<file path="src/rtl/uart_pkg.sv">
// Shared types and constants for the UART transmit scheduler.
package uart_pkg;

    localparam int unsigned UART_DATA_BITS            = 8;
    localparam int unsigned UART_DEFAULT_CLKS_PER_BIT = 434;

    typedef enum logic [1:0] {
        StIdle,
        StStart,
        StData,
        StStop
    } uart_state_e;

endpackage

</file>
<file path="src/rtl/uart_bit_timer.sv">
// Bit-period timer: pulses tick on the last clk of each UART bit while run is high.
module uart_bit_timer
    import uart_pkg::*;
#(
    parameter int unsigned CLKS_PER_BIT = UART_DEFAULT_CLKS_PER_BIT
) (
    input  logic clk,
    input  logic reset_n,
    input  logic run,
    output logic tick
);

    localparam int unsigned CntW = $clog2(CLKS_PER_BIT);
    localparam logic [CntW-1:0] CntMax = CntW'(CLKS_PER_BIT - 1);

    logic [CntW-1:0] cnt_q;

    assign tick = run && (cnt_q == CntMax);

    always_ff @(posedge clk or negedge reset_n) begin
        if (!reset_n) begin
            cnt_q <= '0;
        end else if (!run || tick) begin
            cnt_q <= '0;
        end else begin
            cnt_q <= cnt_q + 1'b1;
        end
    end

endmodule

</file>
<file path="src/rtl/uart_tx_sched.sv">
// Two-port round-robin UART transmit scheduler: arbitrates byte requests and
// serialises each granted byte as an 8N1 frame on tx.
module uart_tx_sched
    import uart_pkg::*;
#(
    parameter int unsigned CLKS_PER_BIT = UART_DEFAULT_CLKS_PER_BIT
) (
    input  logic       clk,
    input  logic       reset_n,
    input  logic       req0_valid,
    input  logic [7:0] req0_data,
    output logic       req0_ready,
    input  logic       req1_valid,
    input  logic [7:0] req1_data,
    output logic       req1_ready,
    output logic       tx,
    output logic       busy,
    output logic       grant_id
);

    uart_state_e               state_q;
    logic [UART_DATA_BITS-1:0] shift_q;
    logic [2:0]                bit_idx_q;
    logic                      last_grant_q;
    logic                      tick;
    logic                      sel;
    logic                      xfer;

    uart_bit_timer #(
        .CLKS_PER_BIT(CLKS_PER_BIT)
    ) u_bit_timer (
        .clk    (clk),
        .reset_n(reset_n),
        .run    (state_q != StIdle),
        .tick   (tick)
    );

    // On a tie the port not granted last time wins; otherwise the only valid port.
    always_comb begin
        sel        = req1_valid && (!req0_valid || !last_grant_q);
        req0_ready = reset_n && (state_q == StIdle) && req0_valid && !sel;
        req1_ready = reset_n && (state_q == StIdle) && req1_valid && sel;
        xfer       = req0_ready || req1_ready;
    end

    always_ff @(posedge clk or negedge reset_n) begin
        if (!reset_n) begin
            state_q      <= StIdle;
            shift_q      <= '0;
            bit_idx_q    <= '0;
            last_grant_q <= 1'b1;
            grant_id     <= 1'b0;
            tx           <= 1'b1;
            busy         <= 1'b0;
        end else begin
            case (state_q)
                StIdle: begin
                    if (xfer) begin
                        state_q      <= StStart;
                        shift_q      <= sel ? req1_data : req0_data;
                        bit_idx_q    <= '0;
                        grant_id     <= sel;
                        last_grant_q <= sel;
                        tx           <= 1'b0;
                        busy         <= 1'b1;
                    end
                end
                StStart: begin
                    if (tick) begin
                        state_q <= StData;
                        tx      <= shift_q[0];
                    end
                end
                StData: begin
                    if (tick) begin
                        if (bit_idx_q == 3'(UART_DATA_BITS - 1)) begin
                            state_q <= StStop;
                            tx      <= 1'b1;
                        end else begin
                            // tx tracks the LSB of the shifted register
                            shift_q   <= shift_q >> 1;
                            tx        <= shift_q[1];
                            bit_idx_q <= bit_idx_q + 1'b1;
                        end
                    end
                end
                StStop: begin
                    if (tick) begin
                        state_q <= StIdle;
                        busy    <= 1'b0;
                    end
                end
                default: state_q <= StIdle;
            endcase
        end
    end

endmodule

</file>
<file path="config.mk">
export PLATFORM = sky130hd
export DESIGN_NAME = uart_tx_sched
export DESIGN_NICKNAME = d
export VERILOG_FILES = /design/src/rtl/uart_pkg.sv /design/src/rtl/uart_bit_timer.sv /design/src/rtl/uart_tx_sched.sv
export SDC_FILE = /design/constraint.sdc
export NUM_CORES = 1
export LEC_CHECK = 0
export BUFFER_PORTS_ARGS = -buffer_cell sky130_fd_sc_hd__buf_2
export CAP_MARGIN = 20
export CORE_UTILIZATION = 31
export DETAILED_ROUTE_END_ITERATION = 8
export SKIP_CTS_REPAIR_TIMING = 1
export SLEW_MARGIN = 20
export SYNTH_ARGS = -nofsm -noshare
export SYNTH_HDL_FRONTEND = slang
export SYNTH_SLANG_ARGS = --single-unit
</file>
<file path="constraint.sdc">
create_clock -name clk -period 5.56 [get_ports clk]
set_clock_uncertainty 0.1 [all_clocks]
set_input_delay 1.112 -clock clk [delete_from_list [all_inputs] [get_ports clk]]
set_output_delay 1.112 -clock clk [all_outputs]
set_load 0.01 [all_outputs]
</file>
# After elaboration in Yosys (flattened, before gate mapping)
# Cells that the tools add are included.
# word_totals
regBits	26
input_bits	20
word_cells	69
# classes
add_sub_neg	2
eq_ne	11
n_mux	24
n_reduce_logical	24
# ops
cell	count
8-bit 2-to-1 mux	4
8-bit case mux with 2 select lines	1
2-bit 2-to-1 mux	5
9-bit by 1-bit adder with 9-bit output (second input constant)	1
9-bit equality test (second input constant)	1
3-bit 2-to-1 mux	3
9-bit 2-to-1 mux	1
2-bit case mux with 4 select lines	1
4-bit AND reduction	2
1-bit logical AND	7
1-bit 2-to-1 mux	6
2-bit by 1-bit inequality test with 1-bit output (second input constant)	3
2-bit inequality test (second input constant)	3
3-bit case mux with 2 select lines	1
2-bit nonzero test	3
5-bit AND reduction	1
2-bit equality test (second input constant)	2
1-bit zero test	4
3-bit by 1-bit adder with 3-bit output (second input constant)	1
3-bit equality test (second input constant)	1
1-bit logical OR	3
1-bit case mux with 3 select lines	1
3-bit AND reduction	1
3-bit nonzero test	1
other kinds (4)	4

# Depth between registers and ports, before layout
# Gate-level depths: netlist of the first run.
# depth
ltp_word	8
ltp_mapped	7
mapped_depth_nobuf	6

# By module
# From an unflattened synthesis of the first run, not the netlist that was laid out.
# unflattened
cells_unflattened	149
area_unflattened_um2	1576.5
# by_module_without_submodules
module	n_inst	cells_per_inst	area_each_um2	seq_area_each_um2
uart_tx_sched	1	101	1089.8	427.9
uart_bit_timer	1	48	486.7	225.2

# Least setup slack after synthesis of the first run
# Ideal clock, no wire load.
# synth_timing
kind	input to output
start	in req1_valid
end	out req1_ready
arrival_ns	1.980
setup_slack_ns	2.368
stages	3
cell_sequence	a21boi_0 buf_1 and3_1
# synth_via
elab_chain_cells	2
# synth_rtl
item	line_no	text
start, declared	uart_tx_sched.sv:13	input logic req1_valid,
1-bit logical AND, on equally long branches	uart_tx_sched.sv:42, uart_tx_sched.sv:40	
1-bit logical AND (*)	uart_tx_sched.sv:42	req1_ready = reset_n && (state_q == StIdle) && req1_valid && sel;
end, declared	uart_tx_sched.sv:15	output logic req1_ready,
# Every way passes the cells marked *; elsewhere a longest branch is shown, timed or not.

# Worst setup path after layout of the first run
# layout_timing
start	in reset_n
end	out req1_ready
# layout_via
elab_chain_cells	3
# layout_rtl
item	line_no	text
start, declared	uart_tx_sched.sv:9	input logic reset_n,
1-bit logical AND (3 in a row)	uart_tx_sched.sv:42	
# Every way passes these cells.

==> flow_summary.yaml, run 1 <==
floorplan:
  die_area_sq_um: 5059
  ios: 25
  initial_utilization_pct: 33.11
  rows: 24
  core_sq_um: 4474
  die_x_um: 71.13
  die_y_um: 71.13
yosys:
  syn-num-nets: 172
  ys_seq_area_share_pct: 44.09
  syn_inst: 142
  syn_area_sq_um: 1481
  yosysWarnings: 0
  yosysUniqueCellTypes: 32
  synthFlopType: "dfrtp_1"
  synthTopCellsByArea: "dfrtp_1 41%, ha_1 8.4%, mux2_2 6.8%"
  async_flop_share_pct: 100.0
  ys_ff_latch: 26
  synth_top_cell_area_share_pct: 40.54
  synth_commonest_cells: "24 x dfrtp_1, 12 x o21ai_0, 11 x nor2_1"
  syn_area_per_cell_sq_um: 10.43
  synth_top_cell_by_area: "dfrtp_1"
  synth_most_common_cell: "dfrtp_1"
  synth-edff-count: 0
timing:
  setup_tns_ns: 0
  maxSlewViolCount: 0
  fin_ws_ns: 2.285
  timing.slew.headroom_pct: 43.75
  tightest_slew_ns: 0.8438
  hold_viol: 0
  fmaxAchievable_mhz: 305.4
  post-route-min-period_ns: 3.275
  min_period_over_period_pct: 58.90
  setup_violations: 0
  rsz0062_at_grt: "no"
power_and_ir_drop:
  power.density_nw_per_um2: 183.6
  clkPwrFrac_pct: 33.5
  ir_worst_vdd_mv: 0.09033
  combPwrFrac_pct: 6.0
  pwr-share-seq_pct: 60.6
  p_sw_uw: 65.65
  sw_frac_of_total_pct: 21.04
  p_int_uw: 246.4
  p_leak_uw: 0.0008551
cells_and_area:
  n_antenna_cell: 0
  final_cells: 218
  multi_input_area_sq_um: 782.0
  areaGrowthSynthToFinish_pct: 14.70
  drive_gt1_share_pct: 25.30
  fillers: 425
  finalInstanceArea_sq_um: 1699
  regArea_sq_um: 653.1
  fin_nets: 198
global_routing:
  grt_overflow: 0
  grt_use_total_pct: 12.11
  first_global_vias: 1032
  grt_pass1_wl_mm: 4.816
  antenna_found_initial: 0
  grt_max_degree: 31
detailed_routing:
  vias: 1086
  drc: 1
  dr.pass1.iters: 6
  ant_nets: 0
  vias_per_cell: 4.982
  drt-total-wl_mm: 2.758
  wl_per_cell_um: 12.65
  initialDrtViolationCount: 29
place:
  placed_cell_area_sq_um: 1658
  io_buffers: 24
  gp_congestion: 0.7583
  place_ws_ns: 2.244
  placedCellCount: 215
  place_hpwl_mm: 2.013
run:
  cap_viol_max_count: 0
worst_setup_path:
  cp-end-kind: "output port"
  crit_type: "in -> out"
  arrival_ns: 2.06
  worstSetupStartpointType: "input pin"
  ff2ff_setup_slack_ns: 3.11
  cp.required_ns: 4.35
  worst-path-max-fanout: 30
cts:
  cts.sinks: 26
  clock_latency_ns: 0.27
  clk_pin_slew_ns: 0.08
  root_buffer: "clkbuf_8"
  cts_inserted_buffers: 3
  cts_tree: "done"
  cts.path.max_buffers: 2
  htree_num_levels: 1
run_status:
  outcome: "complete, but fails checks"
  violations: "DRC"
min_path:
  hold_path.class: "reg -> reg"
kinds of logic after synthesis:
| group | count (synthesis) | share of synthesized area, % |
|---|---|---|
| buffers and inverters | 12 | 3.125 |
| AO/OA/AOI/OAI | 33 | 15.46 |
| XOR/XNOR | 5 | 2.956 |
| multiplexers | 17 | 12.25 |
| adder cells (fa/ha/maj) | 10 | 8.446 |
| flip-flops | 26 | 44.09 |
| AND/OR/NAND/NOR | 39 | 13.68 |
state kept, by name, indices dropped and copies added, names as in the netlist:
signal,cells
u_bit_timer.cnt_q,9
shift_q,8
bit_idx_q,3
state_q,2
busy,1
grant_id,1
last_grant_q,1
tx,1
final timing paths:
kind                            startpoint                   end  depth (start not counted)
worst max-delay path               reset_n            req1_ready                          3
worst min-delay path              grant_id              grant_id                          1
worst max register to register  state_q[0]            shift_q[4]                          5
worst min register to register    grant_id              grant_id                          1
max in group asynchronous          reset_n                  busy                          1
min in group asynchronous          reset_n  u_bit_timer.cnt_q[2]                          1
per-stage QoR:
step	hold slack [ns]	util, %	total power [uW]
detailed placement	0.3657	37.05	212.0
global route	0.4068	37.98	328.3
global placement	0.3622	37.05	211.9
finish	0.3822	37.98	312.0
floorplan	0.3495	-	199.4
CTS	0.3859	37.98	317.6
critical path, stage by stage:
cell,delay (ns)
buf_2,0.49
and3_1,0.30
buf_2,0.14
layout make-up:
cell class              instances  area share, %
clock buffers                   3          2.430
inverters                       8          1.767
multi-input cells             104          46.02
flip-flops and latches         26          38.44
well taps                      52          3.829
repair buffers                 25          7.511
metal layers:
layer	vias up	track usage [%]	share of wire [%]
met2	20	18.16	42
met5	-	0	0
met4	0	6.000	2.5
li1	557	-	-
met3	5	0.8547	2.8
met1	504	17.71	52
power by group through the flow:
stage | registers [uW] | clock network [uW] | logic (uW)
after floorplan | 193 | 0 | 6.69
after global placement | 193 | 0 | 19.2
after detailed placement | 193 | 0 | 19.3
after CTS | 189 | 109 | 19.3
after global routing | 189 | 117 | 21.8
final | 189 | 104 | 18.7
cell usage in the layout, fill, tap and decap left out, types with 6 or more instances in the layout:
cell type and n:
buf_2 24, and3_1 6, inv_1 8, nor2_1 11, o21ai_0 12, ha_1 10, nand2_1 9, mux2_2 9
mux2i_1 8, dfrtp_1 24
No activity file was read; power rests on OpenSTA's default activity.
==> run 2, diff against run 1 <==
==> constraint.sdc (replaced) <==
create_clock -name clk -period 3.2 [get_ports clk]
set_clock_uncertainty 0.1 [all_clocks]
set_input_delay 0.64 -clock clk [delete_from_list [all_inputs] [get_ports clk]]
set_output_delay 0.64 -clock clk [all_outputs]
set_load 0.01 [all_outputs]
==> flow_summary.yaml, run 2 (synthesized netlist as in run 1, its figures left out) <==
run_status:
  outcome: "complete, no violations"
power_and_ir_drop:
  p_int_uw: 512.2
  combPwrFrac_pct: 5.3
  p_leak_uw: 0.0008740
  clkPwrFrac_pct: 43.1
  p_sw_uw: 124.4
  sw_frac_of_total_pct: 19.55
  power.density_nw_per_um2: 366.6
  pwr-share-seq_pct: 51.6
  ir_worst_vdd_mv: 0.2234
cells_and_area:
  multi_input_area_sq_um: 782.0
  areaGrowthSynthToFinish_pct: 17.23
  largest_reg_flops: 9
  max_flop_register: "u_bit_timer.cnt_q"
  n_antenna_cell: 0
  reg.largest.list: "u_bit_timer.cnt_q (9), shift_q (8), bit_idx_q (3)"
  mostFrequentLayoutCells: "24 x dfrtp_1, 24 x buf_2, 12 x o21ai_0, 11 x nor2_1, 10 x ha_1"
  fin_nets: 199
  regArea_sq_um: 653.1
  fillers: 446
  post-route-util_pct: 38.81
  final_cells: 220
  drive_gt1_share_pct: 26.19
timing:
  timing.slew.headroom_pct: 44.74
  setup_tns_ns: 0
  min_period_over_period_pct: 75.26
  post-route-min-period_ns: 2.408
  rsz0062_at_grt: "no"
  hold_viol: 0
  fmaxAchievable_mhz: 415.2
  fin_ws_ns: 0.7917
  maxSlewViolCount: 0
  setup_violations: 0
  tightest_slew_ns: 0.8289
global_routing:
  grt_max_degree: 29
  grt_use_total_pct: 12.21
  grt_overflow: 0
  grt_pass1_wl_mm: 4.802
  antenna_found_initial: 0
  first_global_vias: 1022
detailed_routing:
  initialDrtViolationCount: 42
  drt-total-wl_mm: 2.791
  vias_per_cell: 5.105
  ant_nets: 0
  wl_per_cell_um: 12.69
  drc: 0
  vias: 1123
  dr.pass1.iters: 6
worst_setup_path:
  arrival_ns: 2.47
  worstSetupStartpointType: "flip-flop"
  crit_path_end: "shift_q[0]"
  cp.required_ns: 3.27
  critPathLaunch: "state_q[0]"
  crit_type: "reg -> reg"
  ff2ff_setup_slack_ns: 0.79
  cp-end-kind: "flip-flop"
  rr_startpoint: "state_q[0]"
  r2r_cells: 5
  r2r_end: "shift_q[0]"
  worst-path-max-fanout: 28
floorplan:
  die_area_sq_um: 5059
  die_x_um: 71.13
  rows: 24
  die_y_um: 71.13
  initial_utilization_pct: 33.11
  core_sq_um: 4474
  ios: 25
place:
  io_buffers: 24
  gp_congestion: 0.7422
  place_hpwl_mm: 2.030
  placedCellCount: 216
  place_ws_ns: 0.7697
cts:
  htree_num_levels: 1
  cts_tree: "done"
  cts.path.max_buffers: 2
  root_buffer: "clkbuf_8"
  clk_pin_slew_ns: 0.09
  cts.sinks: 26
  clock_latency_ns: 0.27
  cts_inserted_buffers: 3
run:
  cap_viol_max_count: 0
min_path:
  hold_path.class: "in -> async"
==> run 2: cell types whose count changed in the layout (fill, tap and decap cells not counted) <==
cell and delta:
buf_4 +1, bufinv_16 +1
==> run 2: area by class of cell <==
type / instances / area share (%)
multi-input combinational: 104 / 45.03
tap: 52 / 3.746
clock inverter: 1 / 1.729
sequential: 26 / 37.61
inverter: 8 / 1.729
timing repair buffer: 26 / 7.781
clock buffer: 3 / 2.378
==> run 2: worst min-delay path by stage <==
stage                    start                   end  slack [ns]  depth (start not counted)
global route           reset_n  u_bit_timer.cnt_q[8]        0.13                          1
global placement    shift_q[7]            shift_q[7]        0.36                          1
finish                 reset_n  u_bit_timer.cnt_q[8]        0.13                          1
detailed placement  shift_q[7]            shift_q[7]        0.37                          1
CTS                    reset_n  u_bit_timer.cnt_q[8]        0.13                          1
floorplan              reset_n          bit_idx_q[0]        0.24                          0
==> run 2: critical path, stage by stage, from the launching register on <==
cell	delay (ns)
dfrtp_1	0.42
inv_1	0.14
ha_1	0.72
nor2_1	0.20
a31oi_4	0.35
mux2_2	0.38
==> run 2: per-stage QoR <==
stage | area [sq um] | power (uW) | hold slack (ns)
2_1_floorplan | 1481 | 346.5 | 0.2444
4_1_cts | 1737 | 647.4 | 0.1275
6_report | 1737 | 636.6 | 0.1263
5_1_grt | 1737 | 661.6 | 0.1263
3_3_place_gp | 1665 | 369.2 | 0.3635
3_5_place_dp | 1665 | 369.5 | 0.3657
==> run 2: per-layer routing <==
metal	part of all wire, %	vias to the layer above	global-route usage, %	wire length [um]
met5	0	-	0	0
met3	2.5	4	1.567	70
met1	51	534	17.63	1437
met4	2.2	0	6.667	62
li1	-	562	-	-
met2	44	23	17.74	1220
==> run 2: power groups by stage <==
stage | registers (uW) | logic, uW | clock network [uW]
after floorplan | 335 | 11.6 | 0
after global placement | 335 | 34.4 | 0
after detailed placement | 335 | 34.7 | 0
after CTS | 328 | 34.8 | 284
after global routing | 328 | 38.3 | 295
final | 328 | 33.9 | 274
==> run 3, diff against run 2 <==
--- a/config.mk
+++ b/config.mk
@@ -5,6 +5,7 @@
 export SDC_FILE = /design/constraint.sdc
 export NUM_CORES = 1
 export LEC_CHECK = 0
+export ABC_AREA = 1
 export BUFFER_PORTS_ARGS = -buffer_cell sky130_fd_sc_hd__buf_2
 export CAP_MARGIN = 20
 export CORE_UTILIZATION = 31
==> constraint.sdc (replaced) <==
create_clock -name clk -period 2.1 [get_ports clk]
set_clock_uncertainty 0.1 [all_clocks]
set_input_delay 0.42 -clock clk [delete_from_list [all_inputs] [get_ports clk]]
set_output_delay 0.42 -clock clk [all_outputs]
set_load 0.01 [all_outputs]
==> flow_summary.yaml, run 3 <==
yosys:
  synth_top_cell_area_share_pct: 40.37
  muxShareOfSynthArea_pct: 0
  yosysUniqueCellTypes: 24
  synthFlopType: "dfrtp_1"
  synth_xor_area_share_pct: 0.5887
  async_flop_share_pct: 100.0
  synth_commonest_cells: "70 x nand2_1, 24 x dfrtp_1, 19 x nor2_1"
  synth_top_family_by_area: "simple AND/OR/NAND/NOR gates"
  synthSimpleGateAreaFrac_pct: 34.48
  synth_most_common_cell: "nand2_1"
  synthTopCellsByArea: "dfrtp_1 40%, nand2_1 18%, ha_1 8.4%"
  ys_ff_latch: 26
  syn_area_sq_um: 1488
  syn-num-nets: 227
  yosysWarnings: 0
  synth-compound-area-share_pct: 6.560
  synth-edff-count: 0
  syn_area_per_cell_sq_um: 7.552
  ys_seq_area_share_pct: 43.90
  syn_inst: 197
  synth_top_cell_by_area: "dfrtp_1"
  synth_fa_ha_area_share_pct: 8.410
cells_and_area:
  drive_gt1_share_pct: 23.04
  final_common_cell: "nand2_1"
  fin_nets: 261
  mostFrequentLayoutCells: "70 x nand2_1, 24 x buf_2, 23 x dfrtp_1, 19 x nor2_1, 15 x inv_1"
  fillers: 459
  post-route-util_pct: 39.88
  finalInstanceArea_sq_um: 1784
  n_antenna_cell: 0
  multi_input_area_sq_um: 762.0
  areaGrowthSynthToFinish_pct: 19.93
  reg.largest.list: "u_bit_timer.cnt_q (9), shift_q (8), bit_idx_q (3)"
  max_flop_register: "u_bit_timer.cnt_q"
  regArea_sq_um: 654.4
  largest_reg_flops: 9
run_status:
  violations: "DRC"
  outcome: "complete, but fails checks"
worst_setup_path:
  r2r_cells: 8
  cp-end-kind: "output port"
  worstSetupStartpointType: "flip-flop"
  crit_type: "reg -> out"
  arrival_ns: 1.46
  ff2ff_setup_slack_ns: 0.26
  cp.required_ns: 1.58
  r2r_end: "shift_q[1]"
  rr_startpoint: "bit_idx_q[0]"
  worst-path-max-fanout: 5
detailed_routing:
  ant_nets: 0
  initialDrtViolationCount: 57
  wl_met3_um: 86
  vias_per_cell: 4.535
  wl_per_cell_um: 11.17
  drc: 1
  dr.pass1.iters: 6
  drt-total-wl_mm: 3.150
  wl_met2_mm: 1.364
  highest_layer: "met4"
  wl_met1_mm: 1.644
  vias: 1279
global_routing:
  grt_use_total_pct: 14.32
  grt_max_degree: 27
  grt_overflow: 0
  first_global_vias: 1229
  grt_pass1_wl_mm: 5.685
  antenna_found_initial: 0
cts:
  cts_tree: "done"
  cts.sinks: 26
  root_buffer: "clkbuf_8"
  cts.path.max_buffers: 2
  clk_pin_slew_ns: 0.09
  clock_latency_ns: 0.27
  htree_num_levels: 1
  cts_inserted_buffers: 3
floorplan:
  initial_utilization_pct: 33.25
  die_y_um: 71.28
  die_area_sq_um: 5080
  rows: 24
  core_sq_um: 4474
  die_x_um: 71.28
  ios: 25
timing:
  min_period_over_period_pct: 94.47
  hold_viol: 0
  rsz0062_at_grt: "no"
  fmaxAchievable_mhz: 504.1
  setup_violations: 0
  post-route-min-period_ns: 1.984
  maxSlewViolCount: 0
  tightest_slew_ns: 0.3264
  setup_tns_ns: 0
  timing.slew.headroom_pct: 78.24
place:
  io_buffers: 24
  gp_congestion: 0.7608
  place_hpwl_mm: 2.377
  placed_cell_area_sq_um: 1695
power_and_ir_drop:
  power.density_nw_per_um2: 1242
  p_leak_uw: 0.0009670
  ir_worst_vdd_mv: 0.4378
run:
  cap_viol_max_count: 0
min_path:
  hold_path.class: "in -> async"
## run 3: changes by cell type in the layout (fill, tap and decap cells not counted), moves of 5 or more
| cell | change |
|---|---|
| nor2_1 | +8 |
| mux2i_1 | -8 |
| nand2_1 | +61 |
| mux2_2 | -9 |
| and3_1 | -6 |
| inv_1 | +7 |
| nand3_1 | +8 |
| buf_4 | +5 |
| a31oi_1 | +6 |
| nand2_2 | +5 |
## run 3: how the worst max path moves through the flow
stage | start | endpoint | slack, ns | depth (start not counted)
6_report | state_q[0] | req0_ready | 0.12 | 6
2_1_floorplan | state_q[0] | shift_q[7] | 0.39 | 9
4_1_cts | state_q[0] | req1_ready | -0.0007 | 5
3_3_place_gp | state_q[0] | shift_q[0] | 0.25 | 10
3_5_place_dp | state_q[0] | shift_q[6] | 0.15 | 10
5_1_grt | state_q[0] | req0_ready | 0.03 | 6
## run 3: cell families after synthesis
group                      count (synthesis)
DFF                                       26
and+or+nand+nor                          120
buffers and inverters                     22
adders and majority gates                 10
AOI/OAI and AO/OA                         18
xor gates and xnor gates                   1
## run 3: per-layer routing
metal,up-vias,track usage (%)
met5,-,0
met1,557,20.70
li1,692,-
met4,0,6.444
met3,4,2.391
met2,26,21.06
## run 3: stage by stage
step	std cells	hold WS (ns)	worst slack (ns)	power [uW]
6_report	282	0.06914	0.1161	2216
5_1_grt	282	0.09027	0.02548	2440
4_1_cts	280	0.06705	-0.0007144	2160
3_5_place_dp	276	0.3562	0.1451	1826
3_3_place_gp	276	0.3537	0.2496	1792
2_1_floorplan	197	0.02441	0.3882	1560
## run 3: critical path: stages (launching register included)
cell     delay (ns)
dfrtp_1        0.44
inv_2          0.12
ha_4           0.16
nand3_1        0.10
buf_4          0.16
nor2_1         0.08
buf_2          0.13
## run 3: final cells by class
class | count | share of cell area, %
well taps | 52 | 3.647
repair buffers | 31 | 9.677
inverters | 20 | 4.208
multi-input cells | 149 | 42.71
clock buffers | 4 | 3.086
flip-flops and latches | 26 | 36.68
## run 3: where the power goes
| group | total, uW | internal, uW | switching, uW |
|---|---|---|---|
| clock network | 328 | 168 | 160 |
| logic | 1080 | 426 | 659 |
| registers | 804 | 682 | 122 |
| total | 2220 | 1280 | 940 |
